<file path="config.mk">
export PLATFORM = sky130hd
export DESIGN_NAME = io_bank
export DESIGN_NICKNAME = d
export VERILOG_FILES = /design/src/rtl/io_bank.sv
export SDC_FILE = /design/constraint.sdc
export NUM_CORES = 1
export LEC_CHECK = 0
export CAP_MARGIN = 20
export CORE_ASPECT_RATIO = 1.25
export CORE_MARGIN = 1
export CORE_UTILIZATION = 53
export CTS_CLUSTER_SIZE = 8
export DETAILED_ROUTE_END_ITERATION = 12
export GPL_TIMING_DRIVEN = 0
export PLACE_DENSITY = 0.8
export SYNTH_ARGS = -nofsm -noshare
export SYNTH_HDL_FRONTEND = slang
export SYNTH_SLANG_ARGS = --single-unit
export TNS_END_PERCENT = 20
</file>
<file path="constraint.sdc">
create_clock -name clk -period 3.3 [get_ports clk]
set_input_delay 0.33 -clock clk [delete_from_list [all_inputs] [get_ports clk]]
set_output_delay 0.33 -clock clk [all_outputs]
set_load 0.02 [all_outputs]
</file>
<file path="src/rtl/io_bank.sv">
// Memory-mapped IO bank: GPIO out/in, free-running timer with compare match,
// sticky status flags and a 4-deep byte TX FIFO with a valid/ready sink.
module io_bank (
  input  logic        clk,
  input  logic        resetb,
  input  logic        io_en,
  input  logic        io_we,
  input  logic [7:0]  io_addr,
  input  logic [31:0] io_data_write,
  output logic [31:0] io_data_read,
  input  logic [31:0] gpio_in,
  output logic [31:0] gpio_out,
  output logic        tx_valid,
  output logic [7:0]  tx_data,
  input  logic        tx_ready,
  output logic        irq
);

  localparam logic [5:0] WordGpioOut = 6'd0;
  localparam logic [5:0] WordGpioIn  = 6'd1;
  localparam logic [5:0] WordTimer   = 6'd2;
  localparam logic [5:0] WordCmp     = 6'd3;
  localparam logic [5:0] WordStatus  = 6'd4;
  localparam logic [5:0] WordTxData  = 6'd5;

  logic [5:0]  word;
  logic        wr;
  logic [31:0] gpio_out_q, gpio_out_d;
  logic [31:0] sync1_q, sync2_q;
  logic [31:0] timer_q, timer_d;
  logic [31:0] cmp_q, cmp_d;
  logic        match_q, match_d;
  logic        ovf_q, ovf_d;
  logic [7:0]  fifo_q [4];
  logic [1:0]  wptr_q, wptr_d;
  logic [1:0]  rptr_q, rptr_d;
  logic [2:0]  count_q, count_d;
  logic        fifo_empty, fifo_full;
  logic        push_req, push, pop, stat_wr;

  assign word       = io_addr[7:2];
  assign wr         = io_en & io_we;
  assign fifo_empty = (count_q == 3'd0);
  assign fifo_full  = (count_q == 3'd4);
  assign stat_wr    = wr & (word == WordStatus);
  assign push_req   = wr & (word == WordTxData);
  assign pop        = tx_valid & tx_ready;
  // A full FIFO still accepts a push when the head leaves in the same cycle.
  assign push       = push_req & (~fifo_full | pop);

  // Outputs are forced quiet while reset is held, independent of stale state.
  assign tx_valid = resetb & ~fifo_empty;
  assign tx_data  = tx_valid ? fifo_q[rptr_q] : 8'h00;
  assign irq      = resetb & match_q;
  assign gpio_out = gpio_out_q;

  always_comb begin
    gpio_out_d = gpio_out_q;
    cmp_d      = cmp_q;
    timer_d    = timer_q + 32'd1;
    wptr_d     = wptr_q;
    rptr_d     = rptr_q;
    count_d    = count_q + {2'b00, push} - {2'b00, pop};
    if (wr && word == WordGpioOut) gpio_out_d = io_data_write;
    if (wr && word == WordTimer)   timer_d    = io_data_write;
    if (wr && word == WordCmp)     cmp_d      = io_data_write;
    if (push) wptr_d = wptr_q + 2'd1;
    if (pop)  rptr_d = rptr_q + 2'd1;
    // Set wins over a same-cycle write-1-to-clear.
    match_d = (timer_q == cmp_q) | (match_q & ~(stat_wr & io_data_write[0]));
    ovf_d   = (push_req & fifo_full & ~pop) | (ovf_q & ~(stat_wr & io_data_write[6]));
  end

  always_comb begin
    io_data_read = 32'h0;
    if (io_en && !io_we) begin
      case (word)
        WordGpioOut: io_data_read = gpio_out_q;
        WordGpioIn:  io_data_read = sync2_q;
        WordTimer:   io_data_read = timer_q;
        WordCmp:     io_data_read = cmp_q;
        WordStatus:  io_data_read = {25'h0, ovf_q, count_q, fifo_empty, fifo_full, match_q};
        default:     io_data_read = 32'h0;
      endcase
    end
  end

  always_ff @(posedge clk) begin
    if (!resetb) begin
      gpio_out_q <= 32'h0;
      sync1_q    <= 32'h0;
      sync2_q    <= 32'h0;
      timer_q    <= 32'h0;
      cmp_q      <= 32'hFFFF_FFFF;
      match_q    <= 1'b0;
      ovf_q      <= 1'b0;
      wptr_q     <= 2'd0;
      rptr_q     <= 2'd0;
      count_q    <= 3'd0;
    end else begin
      gpio_out_q <= gpio_out_d;
      sync1_q    <= gpio_in;
      sync2_q    <= sync1_q;
      timer_q    <= timer_d;
      cmp_q      <= cmp_d;
      match_q    <= match_d;
      ovf_q      <= ovf_d;
      wptr_q     <= wptr_d;
      rptr_q     <= rptr_d;
      count_q    <= count_d;
    end
  end

  // Storage needs no reset: entries are only visible between pointers.
  always_ff @(posedge clk) begin
    if (resetb && push) fifo_q[wptr_q] <= io_data_write[7:0];
  end

endmodule

</file>
==> PnR_summary.wiki, run 1 <==
{| class="wikitable"
! Metric !! Value
|-
| Status || complete, no violations
|-
| Crit path max fanout || 10
|-
| Number of buffers inserted during clock tree synthesis || 29
|-
| Hold depth || 2
|-
| Share of synthesized area occupied by flip-flops and latches || 0.502
|-
| Worst hold-check path type || in2reg
|-
| Number of port buffers || 147
|-
| Synth Area per Inst || 9.49 um2
|-
| Number of antenna violations at the first check in global routing || 0
|-
| Non-Filler Instances || 1,319
|-
| Startpoint of the worst-slack reg-to-reg timing path || count_q[0]
|-
| Area enclosed by the die boundary || 17,000 um2
|-
| Category of the worst setup path capture point || primary output
|-
| Level count of the clock H-tree || 1
|-
| Yosys warning total || 0
|-
| WHS Endpoint || sync1_q[28]
|-
| Diode count || 0
|-
| Total vias in the final route || 7,733
|-
| Buf/Inv on CP || 4
|-
| Ordered list of cells on the worst path || clkdlybuf4s50_1 > clkbuf_1 > clkbuf_1 > and2_1 > clkdlybuf4s50_1
|-
| Pin count of the biggest net entering global routing || 16
|-
| Count of routing violations after the opening detailed-route iteration || 857
|-
| Biggest cell delay along the critical path || 620 ps
|-
| Estimated wirelength of the detail-placed design || 19.4 mm
|-
| Family of cells with the greatest summed delay on the critical path || buffers and inverters
|-
| Synth Register Bits || 203
|-
| Number of cells on the worst reg-to-reg path || 10
|-
| Number of nets produced by synthesis || 1,004
|-
| Headroom to the max-slew limit || 0.524
|-
| TritonCTS clock tree || yes
|-
| Instance count of the mapped netlist || 919
|-
| Final setup violation count || 0
|-
| Upper clock frequency limit || 310 MHz
|-
| Clk Tree Root Cell || clkbuf_16
|-
| Share of layout cells above drive strength 1 || 0.0934
|-
| Dpl cells || 1,282
|-
| Drt drc || 0
|-
| Wire length reported by the detailed router || 26.6 mm
|-
| Fin crit share || 0.978
|-
| Worst skew pair latency || 550 ps
|-
| Fill cell total of the finished layout || 1,276
|-
| Core region area || 16,100 um2
|-
| Chip width || 117 um
|-
| Maximum count of clock buffers along a single path || 3
|-
| Most used cells in the layout excluding fill and tap cells || dfxtp_1 (171), clkdlybuf4s50_1 (147), nand2_1 (144)
|-
| Slowest CP cell || clkdlybuf4s50_1
|-
| Count of boundary I/O pins || 151
|-
| Shortest period the worst path allows || 3230 ps
|-
| Total of hold buffers inserted after clock tree synthesis || 0
|-
| Core utilization of the finished layout || 0.699
|-
| Final #Nets || 1,181
|-
| Max Cap Violations || 0
|-
| VDD IR max || 0.322 mV
|-
| Number of enable-type register cells in the synthesized netlist || 32
|-
| Critical Path Start Type || input pin
|-
| Library cells used by synthesis || 50
|-
| Total gr overflow || 0
|-
| Maximum clock skew at final layout || 11.2 ps
|-
| Type of the worst setup path || in2out
|-
| Post-CTS Setup Bufs || 0
|-
| Vias per cell || 5.86
|-
| Starting Density || 0.541
|-
| Critical path arrival || 2900 ps
|-
| Y dimension of the die || 145 um
|-
| Data required time at the worst endpoint || 2970 ps
|-
| Final Slew Violations || 0
|-
| Placement row count || 52
|-
| Global-route wire length before repair || 41.4 mm
|-
| Via count of the first global-routing pass || 7,523
|-
| WL/cell || 20.1 um
|-
| Top FF cell, synth || dfxtp_1
|-
| Clock-pin slew on the worst setup and hold paths || 50 ps
|-
| Worst reg2reg setup slack || 580 ps
|-
| Placed Instance Area || 10,500 um2
|-
| Leakage power figure || 4.01 nW
|-
| Post-synth design cell area || 8730 um2
|-
| Number of sinks handled by clock tree synthesis || 203
|-
| Number of hold-slack violations in the final timing report || 0
|-
| Ratio of total power to cell area || 516 nW/um2
|-
| Ys async rst share || 0
|-
| Hold Path Origin || gpio_in[28]
|-
| Final instance area || 11,300 um2
|-
| DR pass1 iterations || 5
|-
| Number of antenna-violating nets in the routed design || 0
|-
| Most common library cell in the layout ignoring fill and taps || dfxtp_1
|-
| Slew @ Worst Pin || 715 ps
|-
| Global placement routability congestion || 0.964
|-
| Crit Reg-Reg Endpoint || count_q[2]
|-
| Unrepaired setup endpoints after global routing || false
|-
| Layout-stage area growth over the synthesis result || 29.3%
|-
| Global-route usage over all layers || 0.320
|}
-- cell usage after synthesis (16+ instances only) --
master	count	area (um2)
edfxtp_1	32	961
dfxtp_1	171	3420
nand3_1	46	230
a21oi_1	58	290
and2_1	76	475
o21ai_0	26	130
clkbuf_1	60	225
a222oi_1	26	260
nor2_1	55	206
nand2_1	144	541
mux2_2	26	293
xor2_1	16	140
xnor2_1	46	403
-- layer usage --
| metal | GRT usage | part of all wire | up-vias |
|---|---|---|---|
| met5 | 0 | 0 | - |
| met4 | 0.149 | 0.049 | 0 |
| met1 | 0.405 | 0.39 | 3636 |
| met2 | 0.530 | 0.47 | 466 |
| met3 | 0.0525 | 0.090 | 99 |
| li1 | - | - | 3532 |
-- cell families (layout without fill, tap and decap cells) --
| family | count (synthesis) | in the layout | synth area share |
|---|---|---|---|
| simple gates | 382 | 382 | 0.221 |
| fa+ha+maj | 8 | 8 | 0.0123 |
| xor+xnor | 62 | 62 | 0.0622 |
| compound gates | 143 | 143 | 0.107 |
| buf+inv | 86 | 270 | 0.0399 |
| flops | 203 | 203 | 0.502 |
| mux | 35 | 35 | 0.0553 |
-- area by class of cell --
class	count	area, um2	area share
Buffer	69	304	0.0270
Clock buffer	36	752	0.0667
Clock inverter	2	27.5	0.00244
Inverter	16	60.1	0.00533
Multi-Input combinational cell	630	4010	0.355
Sequential cell	203	4380	0.389
Tap cell	216	270	0.0240
Timing Repair Buffer	147	1470	0.130
-- sequential cells by signal (all words and copies together) (netlist names), named ones only --
name and count:
gpio_out 32, cmp_q 32, wptr_q 2, sync2_q 32, timer_q 32, ovf_q 1, match_q 1, count_q 3
rptr_q 2, fifo_q 32, sync1_q 32
-- per-stage QoR --
step                setup TNS [ps]  worst slack [ps]  hold slack, ps  power [mW]
floorplan                        0               858             412        2.99
global placement             -6560              -329             414        3.26
detailed placement           -7470              -342             418        3.26
CTS                              0              10.7             357        5.83
global route                     0              18.3             374        6.00
finish                           0              73.6             367        5.82
-- worst reg2reg max path, cell delays in order, from the launching register on --
cell and delay (ps):
dfxtp_1 340, or3_1 440, clkbuf_1 270, and3_1 280, ha_1 270, inv_1 40, ha_1 190, fa_1 380
xnor2_1 200, xnor2_1 130, nor2_1 50
-- worst max path at each step --
stage	from	endpoint	slack, ps	cells past startpoint
after floorplan	io_addr[2]	count_q[2]	860	12
after global placement	io_addr[4]	io_data_read[5]	-330	8
after detailed placement	io_addr[4]	io_data_read[0]	-340	8
after CTS	io_addr[4]	io_data_read[0]	10	8
after global routing	io_addr[5]	io_data_read[20]	20	6
final	resetb	irq	70	5
-- repair_timing --
action,4_1_cts,5_1_grt
gates resized for setup,10,11
gates cloned,0,0
setup endpoints to repair,31,32
pin swaps,0,0
-- where the power goes --
part           total [mW]  internal, mW  switching, mW
sequential           2.63          2.58         0.0441
combinational       0.599         0.289          0.310
clock                2.60          1.57           1.03
total                5.82          4.44           1.38
Power figures use the tool's default switching activity.
==> run 2: changes to the inputs <==
--- a/config.mk
+++ b/config.mk
@@ -13,6 +13,7 @@
 export DETAILED_ROUTE_END_ITERATION = 12
 export GPL_TIMING_DRIVEN = 0
 export PLACE_DENSITY = 0.8
+export SETUP_SLACK_MARGIN = 0.3
 export SYNTH_ARGS = -nofsm -noshare
 export SYNTH_HDL_FRONTEND = slang
 export SYNTH_SLANG_ARGS = --single-unit
==> run 2 against run 1 <==
  * Design area rose by 0.28%
  * Worst hold slack barely moved
  * Sequential cell count did not move
  * Die area did not move
  * Combinational power barely moved
  * Clock-buffer cell count did not move
  * Setup slack improved by 120 ps
  * Clock skew rose by 1.3 ps
  * First-iteration DRC count fell by 9.7%
==> PnR_summary.wiki, run 2 (synthesis gave the netlist of run 1 again) <==
{| class="wikitable"
! Metric !! Value
|-
| Type of the worst setup path || in2out (unchanged)
|-
| Buf/Inv on CP || 4 (unchanged)
|-
| Number of buffers inserted during clock tree synthesis || 29 (unchanged)
|-
| Crit. path cell count || 8 (was 5)
|-
| Layout-stage area growth over the synthesis result || 29.6% (was 29.3%)
|-
| Critical path arrival || 2770 ps (was 2900 ps)
|-
| Final Slew Violations || 0 (unchanged)
|-
| VDD IR max || 0.321 mV (was 0.322 mV)
|-
| Slew @ Worst Pin || 717 ps (was 715 ps)
|-
| WL/cell || 20.2 um (was 20.1 um)
|-
| Status || complete, no violations (unchanged)
|-
| Critical Path Start Type || input pin (unchanged)
|-
| Worst hold-check path type || in2reg (unchanged)
|-
| Fill cell total of the finished layout || 1,272 (was 1,276)
|-
| Most common library cell in the layout ignoring fill and taps || dfxtp_1 (unchanged)
|-
| Global placement routability congestion || 0.964 (unchanged)
|-
| Crit Reg-Reg Endpoint || count_q[2] (unchanged)
|-
| Number of sinks handled by clock tree synthesis || 203 (unchanged)
|-
| Number of antenna-violating nets in the routed design || 0 (unchanged)
|-
| Wire length reported by the detailed router || 26.7 mm (was 26.6 mm)
|-
| Worst setup path start || io_addr[4] (was resetb)
|-
| Fin crit share || 0.941 (was 0.978)
|-
| Clock-pin slew on the worst setup and hold paths || 50 ps (about the same)
|-
| Shortest period the worst path allows || 3100 ps (was 3230 ps)
|-
| Vias per cell || 5.84 (was 5.86)
|-
| Number of antenna violations at the first check in global routing || 0 (unchanged)
|-
| Total vias in the final route || 7,717 (was 7,733)
|-
| DR pass1 iterations || 12 (was 5)
|-
| Count of boundary I/O pins || 151 (unchanged)
|-
| Data required time at the worst endpoint || 2970 ps (about the same)
|-
| Level count of the clock H-tree || 1 (unchanged)
|-
| Upper clock frequency limit || 322 MHz (was 310 MHz)
|-
| Number of hold-slack violations in the final timing report || 0 (unchanged)
|-
| Estimated wirelength of the detail-placed design || 19.4 mm (unchanged)
|-
| Family of cells with the greatest summed delay on the critical path || buffers and inverters (unchanged)
|-
| Placement-stage worst setup slack || -342 ps (unchanged)
|-
| Total gr overflow || 0 (unchanged)
|-
| Worst-case hold slack || 366 ps (was 367 ps)
|-
| Maximum clock skew at final layout || 12.5 ps (was 11.2 ps)
|-
| Startpoint of the worst-slack reg-to-reg timing path || count_q[0] (unchanged)
|-
| Total power consumption of the routed design || 5.82 mW (about the same)
|-
| Clk Tree Root Cell || clkbuf_16 (unchanged)
|-
| Capture point of the worst path || io_data_read[10] (was irq)
|-
| Category of the worst setup path capture point || primary output (unchanged)
|-
| Slowest CP cell || clkdlybuf4s50_1 (unchanged)
|-
| Biggest cell delay along the critical path || 640 ps (was 620 ps)
|-
| Final setup violation count || 0 (unchanged)
|-
| Global-route wire length before repair || 41.4 mm (about the same)
|-
| Minimum setup slack in the final design || 196 ps (was 73.6 ps)
|-
| Count of routing violations after the opening detailed-route iteration || 774 (was 857)
|-
| Worst reg2reg setup slack || 570 ps (was 580 ps)
|-
| Area enclosed by the die boundary || 17,000 um2 (unchanged)
|-
| Via count of the first global-routing pass || 7,531 (was 7,523)
|-
| Most used cells in the layout excluding fill and tap cells || dfxtp_1 (171), nand2_1 (144), clkdlybuf4s50_1 (138) (was dfxtp_1 (171), clkdlybuf4s50_1 (147), nand2_1 (144))
|-
| TritonCTS clock tree || yes (unchanged)
|-
| Unrepaired setup endpoints after global routing || true (was false)
|-
| Placement row count || 52 (unchanged)
|-
| Leakage power figure || 4.17 nW (was 4.01 nW)
|-
| Share of layout cells above drive strength 1 || 0.0977 (was 0.0934)
|-
| Crit path max fanout || 10 (unchanged)
|-
| Maximum count of clock buffers along a single path || 3 (unchanged)
|-
| Drt drc || 0 (unchanged)
|-
| Global-route usage over all layers || 0.321 (was 0.320)
|-
| Pin count of the biggest net entering global routing || 16 (unchanged)
|-
| Max Cap Violations || 0 (unchanged)
|-
| Diode count || 0 (unchanged)
|-
| Core region area || 16,100 um2 (unchanged)
|-
| Final #Nets || 1,183 (was 1,181)
|-
| Total of hold buffers inserted after clock tree synthesis || 0 (unchanged)
|-
| Worst skew pair latency || 550 ps (about the same)
|-
| Dpl cells || 1,282 (unchanged)
|-
| Starting Density || 0.541 (unchanged)
|-
| Cell type with the highest occurrence count on the critical path || clkdlybuf4s50_1
|-
| Ratio of total power to cell area || 515 nW/um2 (was 516 nW/um2)
|-
| Number of port buffers || 147 (unchanged)
|-
| Final setup TNS || 0 ps (unchanged)
|-
| Non-Filler Instances || 1,321 (was 1,319)
|-
| Y dimension of the die || 145 um (unchanged)
|-
| Ordered list of cells on the worst path || clkdlybuf4s50_1 > nor4_4 > and2_1 > buf_2 > clkbuf_2 > a222oi_1 > nor2_1 > clkdlybuf4s50_1 (was clkdlybuf4s50_1 > clkbuf_1 > clkbuf_1 > and2_1 > clkdlybuf4s50_1)
|-
| Headroom to the max-slew limit || 0.522 (was 0.524)
|-
| Number of cells on the worst reg-to-reg path || 10 (unchanged)
|-
| Chip width || 117 um (unchanged)
|-
| Hold depth || 2 (unchanged)
|}
[run 2: area by class of cell]
cell class                 instances  area, um2  area share
buffer                            70        313      0.0277
tap                              216        270      0.0239
clock inverter                     2       27.5     0.00243
multi-input combinational        630       4010       0.354
clock buffer                      36        752      0.0665
inverter                          16       60.1     0.00531
timing repair buffer             148       1490       0.132
sequential                       203       4380       0.388
[run 2: timing repair]
action | CTS | global route
resized for setup | 18 | 15
pin swaps | 1 | 1
buffers inserted | 0 | 1
endpoints found under the setup margin | 42 | 41
[run 2: worst min path at each step]
stage	startpoint	end
after CTS	gpio_in[23]	sync1_q[23]
after global placement	sync1_q[25]	sync2_q[25]
final	gpio_in[24]	sync1_q[24]
after floorplan	sync1_q[0]	sync2_q[0]
after detailed placement	sync1_q[30]	sync2_q[30]
after global routing	gpio_in[24]	sync1_q[24]
[run 2: through the flow]
step | utilization | area (um2)
final | 0.701 | 11300
after global routing | 0.701 | 11300
after CTS | 0.699 | 11300
after detailed placement | 0.649 | 10500
after global placement | 0.649 | 10500
after floorplan | - | 8730
[run 2: power by group]
group	switching [mW]	total (mW)	leakage [nW]	internal, mW
logic	0.309	0.599	2.12	0.290
registers	0.0446	2.63	1.68	2.58
clock network	1.03	2.60	0.376	1.57
total	1.38	5.82	4.17	4.44
[run 2: layer usage]
metal / wire (um) / vias up / GRT usage
met5: 0 / - / 0
met4: 1120 / 0 / 0.151
met3: 2580 / 78 / 0.0512
met2: 12900 / 484 / 0.530
met1: 10100 / 3611 / 0.405
li1: - / 3544 / -
